==> src/rtl/led_blink_pwm.sv <==
// led_blink_pwm
//
// Programmable-period blink counter with per-channel LED drive. A main counter
// runs 0..period_r and raises tick on its terminal count. Each LED channel
// either shows a binary-divided toggle of that tick (blink mode) or a duty
// compare against a free-running PWM counter (PWM mode).
//
// Ports:
//   clk     board clock, all state updates on its rising edge
//   reset   synchronous active-high reset, priority over load and en
//   en      count enable; counters hold and tick is 0 while low
//   load    one-cycle strobe capturing period, mode and duty
//   period  terminal count, counter runs 0..period (period+1 states)
//   mode    per channel: 0 = blink, 1 = PWM
//   duty    per-channel duty, channel i uses [i*PWM_BITS +: PWM_BITS]
//   count   registered main counter value
//   tick    wrap indicator, en & (count >= period_r)
//   led     registered LED drive
module led_blink_pwm #(
  parameter int WIDTH    = 24,
  parameter int CHANNELS = 4,
  parameter int PWM_BITS = 8
) (
  input  logic                         clk,
  input  logic                         reset,
  input  logic                         en,
  input  logic                         load,
  input  logic [WIDTH-1:0]             period,
  input  logic [CHANNELS-1:0]          mode,
  input  logic [CHANNELS*PWM_BITS-1:0] duty,
  output logic [WIDTH-1:0]             count,
  output logic                         tick,
  output logic [CHANNELS-1:0]          led
);

  logic [WIDTH-1:0]             count_r;
  logic [WIDTH-1:0]             period_r;
  logic [CHANNELS-1:0]          mode_r;
  logic [CHANNELS*PWM_BITS-1:0] duty_r;
  logic [CHANNELS-1:0]          tick_cnt;
  logic [CHANNELS-1:0]          blink_q;
  logic [CHANNELS-1:0]          blink_next;
  logic [PWM_BITS-1:0]          pwm_cnt;
  logic [CHANNELS-1:0]          led_r;
  logic [CHANNELS-1:0]          led_next;
  logic                         carry;

  // Using >= rather than == means a period shrunk below the current count
  // still wraps on the next enabled cycle instead of running to 2^WIDTH.
  assign tick  = en & (count_r >= period_r);
  assign count = count_r;
  assign led   = led_r;

  // Channel i toggles when tick fires with the low i bits of tick_cnt all
  // ones. The LED takes the post-toggle blink value so there is no extra
  // latency; PWM channels compare the current pwm_cnt, landing one cycle later.
  always_comb begin
    blink_next = blink_q;
    led_next   = '0;
    carry      = 1'b0;
    for (int i = 0; i < CHANNELS; i++) begin
      carry = tick;
      for (int j = 0; j < i; j++) begin
        carry = carry & tick_cnt[j];
      end
      if (carry) begin
        blink_next[i] = ~blink_q[i];
      end
      led_next[i] = mode_r[i] ? (pwm_cnt < duty_r[i*PWM_BITS +: PWM_BITS])
                              : blink_next[i];
    end
  end

  // All state. The count update on a load edge still uses the old period_r,
  // since the comparison reads the register before it is overwritten.
  always_ff @(posedge clk) begin
    if (reset) begin
      count_r  <= '0;
      period_r <= '1;
      mode_r   <= '0;
      duty_r   <= '0;
      tick_cnt <= '0;
      blink_q  <= '0;
      pwm_cnt  <= '0;
      led_r    <= '0;
    end else begin
      if (en) begin
        count_r <= tick ? '0 : count_r + WIDTH'(1);
        pwm_cnt <= pwm_cnt + PWM_BITS'(1);
      end
      if (tick) begin
        tick_cnt <= tick_cnt + CHANNELS'(1);
      end
      blink_q <= blink_next;
      led_r   <= led_next;
      if (load) begin
        period_r <= period;
        mode_r   <= mode;
        duty_r   <= duty;
      end
    end
  end

endmodule
==> config.mk <==
export PLATFORM = sky130hd
export DESIGN_NAME = led_blink_pwm
export DESIGN_NICKNAME = d
export VERILOG_FILES = /design/src/rtl/led_blink_pwm.sv
export SDC_FILE = /design/constraint.sdc
export NUM_CORES = 1
export LEC_CHECK = 0
export BUFFER_PORTS_ARGS = -buffer_cell sky130_fd_sc_hd__buf_2
export CORE_MARGIN = 8
export CORE_UTILIZATION = 60
export DETAILED_ROUTE_END_ITERATION = 10
export HOLD_SLACK_MARGIN = 0.02
export PLACE_DENSITY = 0.92
export SLEW_MARGIN = 15
export SYNTH_ARGS = -nofsm -noshare
export SYNTH_HDL_FRONTEND = slang
export SYNTH_SLANG_ARGS = --single-unit
==> constraint.sdc <==
create_clock -name clk -period 5.68 [get_ports clk]
set_clock_uncertainty 0.2 [all_clocks]
set_input_delay 0.568 -clock clk [delete_from_list [all_inputs] [get_ports clk]]
set_output_delay 0.568 -clock clk [all_outputs]
set_load 0.05 [all_outputs]
==> metrics <==
outcome finished clean; max_slew headroom ~32%; Remaining Overflow, GRT 0; largest cells by area after synthesis dfxtp_1, ha_1, mux2i_1, nor2_1, inv_1; Vias/cell roughly 5.5; CTS clk-pin slew, worst paths 0.10 ns; Yosys warning count 0; initial antenna violation count 0; wirelength, routed about 12,000 um; number of synthesized flops with an enable pin 0; P_leak between 2 and 3 nW; DIE AREA approximately 0.012 mm2; Worst Setup Start Kind flop; H-tree levels 3; # IOs 93; CORE AREA slightly above 0.008 mm2; root buffer cell clkbuf_8; Worst Max-Slew Pin Slew 1.01 ns; crit-path most repeated cell inv_1; Cell Area, Synth between 0.005 and 0.006 mm2; maximum clock rate about 0.31 GHz; Buf/Inv on CP 3; post-cts sizing count 0; gr usage total 20.3%; DRT iter0 DRCs 127; CP max stage cell nor4_4; Mean Syn Cell Area 8.84 um2; Final Net Count slightly below 800; Top FF cell, synth dfxtp_1; Post-Place Cells roughly 760; syn_nets ~700; diodes inserted 0; period utilization roughly 57%; worst hold path class input port to flop; worst-skew pair later-pin latency roughly 0.37 ns; setup ws final roughly 2.4 ns; CTS max path bufs 2; CTS Sinks 103; post-synthesis sequential area ratio 40.3%; Post-DP HPWL 8510 um; Die H ~110 um; gp weighted congestion 0.834; Final setup viols 0; FF+latch count, synth roughly 100; Setup Crit Path Kind flop to output pin; Finished Cell Area around 0.0058 mm2; setup repair after global routing missed its margin no; port bufs 92; Finished Core Util a little over two thirds; Antenna Violating Nets Remaining 0; Area Overhead vs Synth 14.0%; WL per Instance ~15 um; Max Cap Viol 0; final hold slack about 0.21 ns; met2 wire length 5730 um; top cell family by delay on the critical path simple AND/OR/NAND/NOR gates; Worst IR Drop VDD roughly 150 uV; DRT Pass-1 Iters 4; uppermost routed layer met4; share of cells above drive strength 1 about 17%; asr flop ratio synth 0%; final hold vios 0; FP Rows 33; Post-CTS Setup Repair Bufs 0; CP required 4.91 ns; clock buffer count from CTS 9; DR vias around 4,200; crit path DAT between 2 and 2.5 ns; crit path cell chain inv_1 > ha_1 > nand4_2 > nor3_2 > nand2_2 > nor4_4 > o21ai_4 > inv_1 > buf_2; CTS Hold Bufs 0; Post-Layout Cell Count 772; instance count of the mapped netlist between 500 and 600; met3 WL post-DR between 600 and 700 um; CTS tree yes; r2r setup slk 2.75 ns; # DRC 0; largest net degree at the start of global routing between 80 and 90; via count of the first global-routing pass 4,379; global-route wire length before repair roughly 20,000 um; Total Neg Setup Slack 0 ns; total power 1.39 mW; Tmin final around 3.2 ns; Synth top area share around 40%; met1 wire length between 4000 and 5000 um; setup slack after placement about 2.8 ns; Final Max Tran Viols 0; die width roughly 110 um; Netlist cell types 37; Crit. End Element output pin; Critical Path Max Stage Delay approximately 0.4 ns; crit-path max FO 8; post-synth top area cell dfxtp_1; placed cell areas between 0.005 and 0.006 mm2; PwrDens between 200 and 250 mW/mm2; initial core utilization around 62%
cell families after synthesis:
group                    count (synthesis)  share of synthesized area (%)
AND/OR/NAND/NOR                        186                           16.3
flip-flops                             103                           40.3
AO/OA/AOI/OAI                           82                           10.4
buffers and inverters                   78                           5.85
adder cells (fa/ha/maj)                 55                           13.5
multiplexers                            41                           8.03
XOR/XNOR                                33                           5.65
path summary, 6_finish.rpt:
| path | startpoint | endpoint | cells after the start |
|---|---|---|---|
| setup reg to reg | count[13]$_SDFFE_PP0P_ | count[23]$_SDFFE_PP0P_ | 8 |
| hold reg to reg | mode_r[3]$_SDFFE_PP0P_ | led[3]$_SDFF_PP0_ | 1 |
| setup / recovery | period_r[23]$_SDFFE_PP1P_ | tick | 9 |
| hold / removal | period[3] | period_r[3]$_SDFFE_PP1P_ | 3 |
cells in the mapped netlist (7+ instances only):
library cell and instances:
xor2_1 23, nand4_1 10, dfxtp_1 103, ha_1 55, nand3_1 14, o21ai_0 16, and3_1 7, mux2i_1 41
o211ai_1 26, nand2_1 47, a21o_1 8, clkbuf_1 14, nor2_1 89, a21oi_1 22, xnor2_1 10, inv_1 56
sequential cells by signal, summed over array words and instances (netlist names):
| name | count |
|---|---|
| duty_r | 32 |
| period_r | 24 |
| count | 24 |
| pwm_cnt | 8 |
| blink_q | 4 |
| tick_cnt | 3 |
| mode_r | 4 |
| led | 4 |
per-layer routing:
metal | up-vias | global-route usage (%)
met5 | - | 0
li1 | 2114 | -
met4 | 0 | 9.38
met2 | 119 | 35.5
met3 | 23 | 3.93
met1 | 1961 | 23.5
where the power goes:
part	leakage [nW]	switching (mW)	total (mW)	internal, mW
combinational	1.97	0.0914	0.164	0.0724
clock	0.0960	0.249	0.452	0.203
sequential	0.845	0.0195	0.772	0.753
total	2.91	0.360	1.39	1.03
cell usage in the layout, fill, tap and decap left out, types with 8 or more instances in the layout:
master    count
dfxtp_1     103
buf_2        91
nor2_1       89
inv_1        56
ha_1         55
nand2_1      47
mux2i_1      41
o211ai_1     26
xor2_1       23
a21oi_1      22
o21ai_0      16
nand3_1      14
nand4_1      10
xnor2_1      10
clkbuf_8      9
a21o_1        8
final cells by class:
cell class | count | area [um2]
clock buffers | 10 | 128
clock inverters | 6 | 61.3
fillers | 618 | 2430
inverters | 57 | 214
multi-input cells | 397 | 2750
flip-flops and latches | 103 | 2060
well taps | 105 | 131
repair buffers | 94 | 478
worst reg2reg max path, stage by stage (launching register included):
cell and delay [ns]:
dfxtp_1 0.52, ha_1 0.30, a21oi_1 0.14, o21ai_0 0.12, a21oi_1 0.18, nand3_1 0.22, o21ai_4 0.34, nand2_1 0.56
nor2_1 0.28
(Power assumes the default switching activity.)
